$ cat src/rtl/shape_edge_sequencer.sv
// Edge sequencer: turns one packed draw command into a backpressured stream of {start,end} edge beats.
// Optional build macro SHAPE_SEQ_DEGEN_SKIP_EN drops zero-length LINE/TRI/QUAD edges from the stream.
module shape_edge_sequencer #(
    parameter int COLOR_W  = 16,
    parameter int X_W      = 10,
    parameter int Y_W      = 9,
    parameter int MAX_VERT = 4
) (
    input  logic                                      clk,
    input  logic                                      rst,
    input  logic [COLOR_W+MAX_VERT*(X_W+Y_W)+1-1:0]   cmd_data,
    input  logic [1:0]                                cmd_shape,
    input  logic                                      cmd_valid,
    output logic                                      cmd_ready,
    output logic [2*(X_W+Y_W)-1:0]                    out_loc,
    output logic [COLOR_W-1:0]                        out_color,
    output logic                                      out_fill,
    output logic [1:0]                                out_edge,
    output logic                                      out_last,
    output logic                                      out_valid,
    input  logic                                      out_ready,
    output logic                                      cmd_done,
    output logic                                      cmd_err
);

    localparam int PT_W  = X_W + Y_W;
    localparam int CMD_W = COLOR_W + MAX_VERT*PT_W + 1;

`ifdef SHAPE_SEQ_DEGEN_SKIP_EN
    localparam bit SKIP_EN = 1'b1;
`else
    localparam bit SKIP_EN = 1'b0;
`endif

    localparam logic [0:0] IDLE = 1'b0;
    localparam logic [0:0] EMIT = 1'b1;

    localparam logic [1:0] SH_LINE = 2'd0;
    localparam logic [1:0] SH_TRI  = 2'd1;
    localparam logic [1:0] SH_CIRC = 2'd2;
    localparam logic [1:0] SH_QUAD = 2'd3;

    logic [0:0]          state;
    logic [1:0]          shape_q;
    logic [1:0]          edge_idx;
    logic                last_q;
    logic [PT_W-1:0]     pt_in  [4];
    logic [PT_W-1:0]     pt_q   [4];
    logic [PT_W-1:0]     src_pt [4];
    logic [1:0]          src_shape;
    logic [1:0]          ld_idx;
    logic [1:0]          s_idx  [4];
    logic [1:0]          e_idx  [4];
    logic [2:0]          n_edges;
    logic [3:0]          degen;
    logic                ld_degen;
    logic                ld_last;
    logic [2*PT_W-1:0]   ld_loc;
    logic                illegal;
    logic                accept;
    logic                advance;
    logic                retire;
    logic                do_load;

    // Unpack points from the command word; slots beyond MAX_VERT read as zero.
    for (genvar i = 0; i < 4; i++) begin : g_pt
        if (i < MAX_VERT) begin : g_used
            assign pt_in[i] = cmd_data[1 + (MAX_VERT-1-i)*PT_W +: PT_W];
        end else begin : g_pad
            assign pt_in[i] = '0;
        end
    end

    assign cmd_ready = (state == IDLE);

    // The first beat is built straight from the incoming command so it is ready one cycle after acceptance.
    always_comb begin
        src_shape = (state == IDLE) ? cmd_shape : shape_q;
        for (int i = 0; i < 4; i++) begin
            src_pt[i] = (state == IDLE) ? pt_in[i] : pt_q[i];
        end
        ld_idx = (state == IDLE) ? 2'd0 : edge_idx + 2'd1;
    end

    always_comb begin
        for (int e = 0; e < 4; e++) begin
            s_idx[e] = 2'd0;
            e_idx[e] = 2'd1;
        end
        n_edges = 3'd1;
        case (src_shape)
            SH_TRI: begin
                n_edges  = 3'd3;
                s_idx[1] = 2'd0; e_idx[1] = 2'd2;
                s_idx[2] = 2'd1; e_idx[2] = 2'd2;
            end
            SH_QUAD: begin
                n_edges  = 3'd4;
                s_idx[1] = 2'd1; e_idx[1] = 2'd2;
                s_idx[2] = 2'd2; e_idx[2] = 2'd3;
                s_idx[3] = 2'd3; e_idx[3] = 2'd0;
            end
            default: n_edges = 3'd1;
        endcase

        for (int e = 0; e < 4; e++) begin
            degen[e] = SKIP_EN && (src_shape != SH_CIRC) && (3'(e) < n_edges) &&
                       (src_pt[s_idx[e]] == src_pt[e_idx[e]]);
        end

        // Last emitted beat: no non-degenerate edge remains after the one being loaded.
        ld_last = 1'b1;
        for (int e = 0; e < 4; e++) begin
            if ((3'(e) > {1'b0, ld_idx}) && (3'(e) < n_edges) && !degen[e]) begin
                ld_last = 1'b0;
            end
        end

        ld_degen = degen[ld_idx];
        ld_loc   = {src_pt[s_idx[ld_idx]], src_pt[e_idx[ld_idx]]};
        illegal  = (src_shape == SH_QUAD) && (MAX_VERT < 4);
    end

    assign accept  = (state == IDLE) && cmd_valid;
    assign advance = (state == EMIT) && (out_ready || !out_valid);
    assign retire  = advance && last_q;
    assign do_load = (accept && !illegal) || (advance && !last_q);

    // A skipped edge occupies one cycle with out_valid low and then advances without a handshake.
    always_ff @(posedge clk or posedge rst) begin
        if (rst) begin
            state     <= IDLE;
            shape_q   <= SH_LINE;
            edge_idx  <= 2'd0;
            last_q    <= 1'b0;
            out_loc   <= '0;
            out_color <= '0;
            out_fill  <= 1'b0;
            out_edge  <= 2'd0;
            out_last  <= 1'b0;
            out_valid <= 1'b0;
            cmd_done  <= 1'b0;
            cmd_err   <= 1'b0;
            for (int i = 0; i < 4; i++) begin
                pt_q[i] <= '0;
            end
        end else begin
            cmd_done <= retire || (accept && illegal);
            cmd_err  <= accept && illegal;

            if (accept && !illegal) begin
                state     <= EMIT;
                shape_q   <= cmd_shape;
                out_color <= cmd_data[CMD_W-1 -: COLOR_W];
                out_fill  <= cmd_data[0];
                for (int i = 0; i < 4; i++) begin
                    pt_q[i] <= pt_in[i];
                end
            end

            if (do_load) begin
                edge_idx  <= ld_idx;
                out_edge  <= ld_idx;
                out_loc   <= ld_loc;
                out_valid <= !ld_degen;
                out_last  <= ld_last && !ld_degen;
                last_q    <= ld_last;
            end else if (retire) begin
                out_valid <= 1'b0;
                out_last  <= 1'b0;
                last_q    <= 1'b0;
                state     <= IDLE;
            end
        end
    end

endmodule

$ cat config.mk
export PLATFORM = sky130hd
export DESIGN_NAME = shape_edge_sequencer
export DESIGN_NICKNAME = d
export VERILOG_FILES = /design/src/rtl/shape_edge_sequencer.sv
export SDC_FILE = /design/constraint.sdc
export NUM_CORES = 1
export LEC_CHECK = 0
export ABC_AREA = 1
export CELL_PAD_IN_SITES_DETAIL_PLACEMENT = 1
export CELL_PAD_IN_SITES_GLOBAL_PLACEMENT = 2
export CORE_MARGIN = 5
export CORE_UTILIZATION = 32
export CTS_BUF_LIST = sky130_fd_sc_hd__clkbuf_8
export DETAILED_ROUTE_END_ITERATION = 8
export GPL_TIMING_DRIVEN = 0
export PLACE_DENSITY = 0.89
export SYNTH_ARGS = -nofsm -noshare
export SYNTH_HDL_FRONTEND = slang
export SYNTH_SLANG_ARGS = --single-unit
$ cat constraint.sdc
create_clock -name clk -period 10.6 [get_ports clk]
set_input_delay 2.12 -clock clk [delete_from_list [all_inputs] [get_ports clk]]
set_output_delay 2.12 -clock clk [all_outputs]
set_load 0.01 [all_outputs]
==> results.sh <==
export IMPL_status="finished clean"
export IMPL_cts_tree="done"
export IMPL_dieHeight_um=165
export IMPL_power_w=0.00349
export IMPL_finalSetupTns_ns=0
export IMPL_syn_inst=1041
export IMPL_syn_mean_instance_area_sq_um=7.40
export IMPL_synth_compound_area_share_pct=10.2
export IMPL_start_kind="register"
export IMPL_synth_area_leaders="dfrtp_1, nand2_1, o21ai_0"
export IMPL_fin_crit_sh_pct=44.2
export IMPL_whs_ns=0.484
export IMPL_via_per_inst=4.95
export IMPL_fmaxAchievable_mhz=214
export IMPL_synth_top_family_by_area="simple AND/OR/NAND/NOR gates"
export IMPL_synth_ff_type="dfrtp_1"
export IMPL_path_clk_slew_ns=0.09
export IMPL_ys_seq_elements=139
export IMPL_synth_edf_count=0
export IMPL_design_area_sq_um=10100
export IMPL_die_area_sq_um=27300
export IMPL_gp_congestion=0.870
export IMPL_synth_most_common_cell="nand2_1"
export IMPL_track_usage_pct=21.5
export IMPL_synth_cell_types=28
export IMPL_clock_sinks=139
export IMPL_synthesis_area_sq_um=7700
export IMPL_coreArea_sq_um=23600
export IMPL_hold_depth=2
export IMPL_ir_worst_vdd_v=0.000124
export IMPL_drc=0
export IMPL_end_kind="output pin"
export IMPL_rows=56
export IMPL_netlist_area_leader_share_pct=45.2
export IMPL_cts_resized_gates=0
export IMPL_antenna_found_initial=0
export IMPL_path_max_fanout=10
export IMPL_powerDensity_nw_per_um2=344
export IMPL_crit_type="register to output pin"
export IMPL_area_growth_pct=31.5
export IMPL_reg2reg_slack_ns=8.15
export IMPL_cts_hold_fix_buffers=0
export IMPL_die_w_um=165
export IMPL_synth_seq_area_share_pct=45.2
export IMPL_rr_worst_depth=10
export IMPL_synth_top_area_cell="dfrtp_1"
export IMPL_drt_wl_total_um=28800
export IMPL_cts_inserted_buffers=17
export IMPL_finalSetupViolCount=0
export IMPL_place_area_sq_um=9720
export IMPL_arrival_ns=2.56
export IMPL_first_iter_violations=534
export IMPL_drv_slew=0
export IMPL_port_buffer_count=159
export IMPL_ios=161
export IMPL_synthXorXnorAreaFrac_pct=0
export IMPL_rsz0062_at_grt="no"
export IMPL_syn_nets=1140
export IMPL_clockBufferDepth=2
export IMPL_vias=7689
export IMPL_leakage_nw=4.94
export IMPL_initial_core_util_pct=32.6
export IMPL_synth_top_cells_by_count="nand2_1, o21ai_0, dfrtp_1"
export IMPL_htreeDepth=4
export IMPL_firstDrtPassIters=5
export IMPL_grt_max_degree=73
export IMPL_hold_path_end="pt_q[1]"
export IMPL_final_hold_viol_count=0
export IMPL_min_from="pt_q[1]"
export IMPL_critPathRequiredTime_ns=8.48
export IMPL_synth_simple_area_share_pct=31.4
export IMPL_wl_per_cell_um=18.6
export IMPL_grt_pass1_vias=7903
export IMPL_synth_adder_area_share_pct=0
export IMPL_r2r_start="state"
export IMPL_num_nets_final=1319
export IMPL_n_antenna_cell=0
export IMPL_ant_nets=0
export IMPL_cts_root_buffer="clkbuf_8"
export IMPL_drive_above_1_share_pct=10.4
export IMPL_hold_path_class="register to register"
export IMPL_maxCapViolations=0
export IMPL_reg2reg_to="out_loc[16]"
export IMPL_ys_async_sr_fraction_pct=100
export IMPL_insertion_delay_ns=0.47
export IMPL_grt_ovfl_total=0
export IMPL_grt_pass1_wl_um=44900
export IMPL_synthMuxAreaShare_pct=3.35
export IMPL_yosys_warnings=0
export IMPL_slew_headroom_pct=50.1
export IMPL_place_hpwl_um=22300
export IMPL_cts_setup_buffers=0
export IMPL_worstMarginPinSlew_ns=0.741
export IMPL_skew_ns=0.0143
export IMPL_finalCriticalPeriod_ns=4.68
-- worst max-delay path, stage by stage, from the launching register on --
cell and delay (ns):
dfrtp_1 0.38, buf_6 0.16, inv_8 0.11, buf_2 0.29, clkbuf_1 0.49, clkdlybuf4s50_1 0.65
-- logic make-up after synthesis --
| kind of cell | Yosys count |
|---|---|
| AND/OR/NAND/NOR | 561 |
| buffers and inverters | 162 |
| AO/OA/AOI/OAI | 155 |
| flip-flops | 139 |
| multiplexers | 23 |
| other | 1 |
-- cells in the final DEF (no fill, tap or decap) --
| cell type | instances |
|---|---|
| nand2_1 | 396 |
| clkdlybuf4s50_1 | 159 |
| o21ai_0 | 152 |
| dfrtp_1 | 139 |
| nand3_1 | 132 |
| inv_1 | 84 |
| clkbuf_1 | 29 |
| mux2_2 | 22 |
| buf_2 | 21 |
| clkbuf_8 | 18 |
| nand2_2 | 14 |
| buf_6 | 10 |
| inv_6 | 6 |
| buf_4 | 5 |
| nor2_1 | 5 |
| clkinv_4 | 5 |
| inv_2 | 4 |
| nand2_4 | 3 |
| nand3_4 | 3 |
| nand3_2 | 3 |
| or2_2 | 3 |
| buf_1 | 3 |
| buf_8 | 2 |
| o22ai_1 | 2 |
| clkinv_2 | 2 |
| bufinv_16 | 2 |
| inv_8 | 1 |
| nor2_8 | 1 |
| o21ai_2 | 1 |
| mux2i_1 | 1 |
| nand3b_1 | 1 |
| clkinv_1 | 1 |
| inv_4 | 1 |
| conb_1 | 1 |
| buf_16 | 1 |
-- power breakdown --
| part | total (W) | internal (W) | switching [W] |
|---|---|---|---|
| Clock | 0.000455 | 0.000220 | 0.000235 |
| Combinational | 0.00211 | 0.000777 | 0.00133 |
| Sequential | 0.000921 | 0.000791 | 0.000131 |
| Total | 0.00349 | 0.00179 | 0.00170 |
-- per-layer routing --
layer | wire, um | vias up | share of wire, % | track usage, %
li1 | - | 3672 | - | -
met1 | 13800 | 3797 | 48 | 30.8
met2 | 13100 | 197 | 45 | 33.4
met3 | 1520 | 23 | 5.3 | 3.77
met4 | 464 | 0 | 1.6 | 6.35
met5 | 0 | - | 0 | 0
-- area by class of cell --
cell class / instances / area [sq um]
multi-input cells: 740 / 3460
clock inverters: 14 / 158
plain buffers: 70 / 405
clock buffers: 18 / 248
well taps: 319 / 399
fillers: 2946 / 13500
repair buffers: 160 / 1620
inverters: 92 / 360
flip-flops and latches: 139 / 3480
-- worst max-delay path by stage --
stage                          from          to  slack, ns  cells after the start
after detailed placement  cmd_valid    pt_q[62]       6.31                      6
after floorplan                 rst    cmd_done       4.76                      1
after CTS                     state   cmd_ready       5.88                      5
final                         state   cmd_ready       5.92                      5
after global placement          rst  out_loc[7]       2.50                      2
after global routing          state   cmd_ready       5.76                      5
-- through the flow --
step	utilization, %	std cells	setup slack, ns
floorplan	-	1041	4.76
global placement	41.0	1519	2.50
detailed placement	41.2	1520	6.31
CTS	42.9	1552	5.88
global route	42.9	1552	5.76
finish	42.9	1552	5.92
-- sequential cells by signal, summed over array words and instances, names as in the netlist --
register	flops
cmd_done	1
edge_idx	2
out_color	16
out_fill	1
out_last	1
out_loc	38
out_valid	1
pt_q	76
shape_q	2
state	1
No activity file was read; power rests on OpenSTA's default activity.
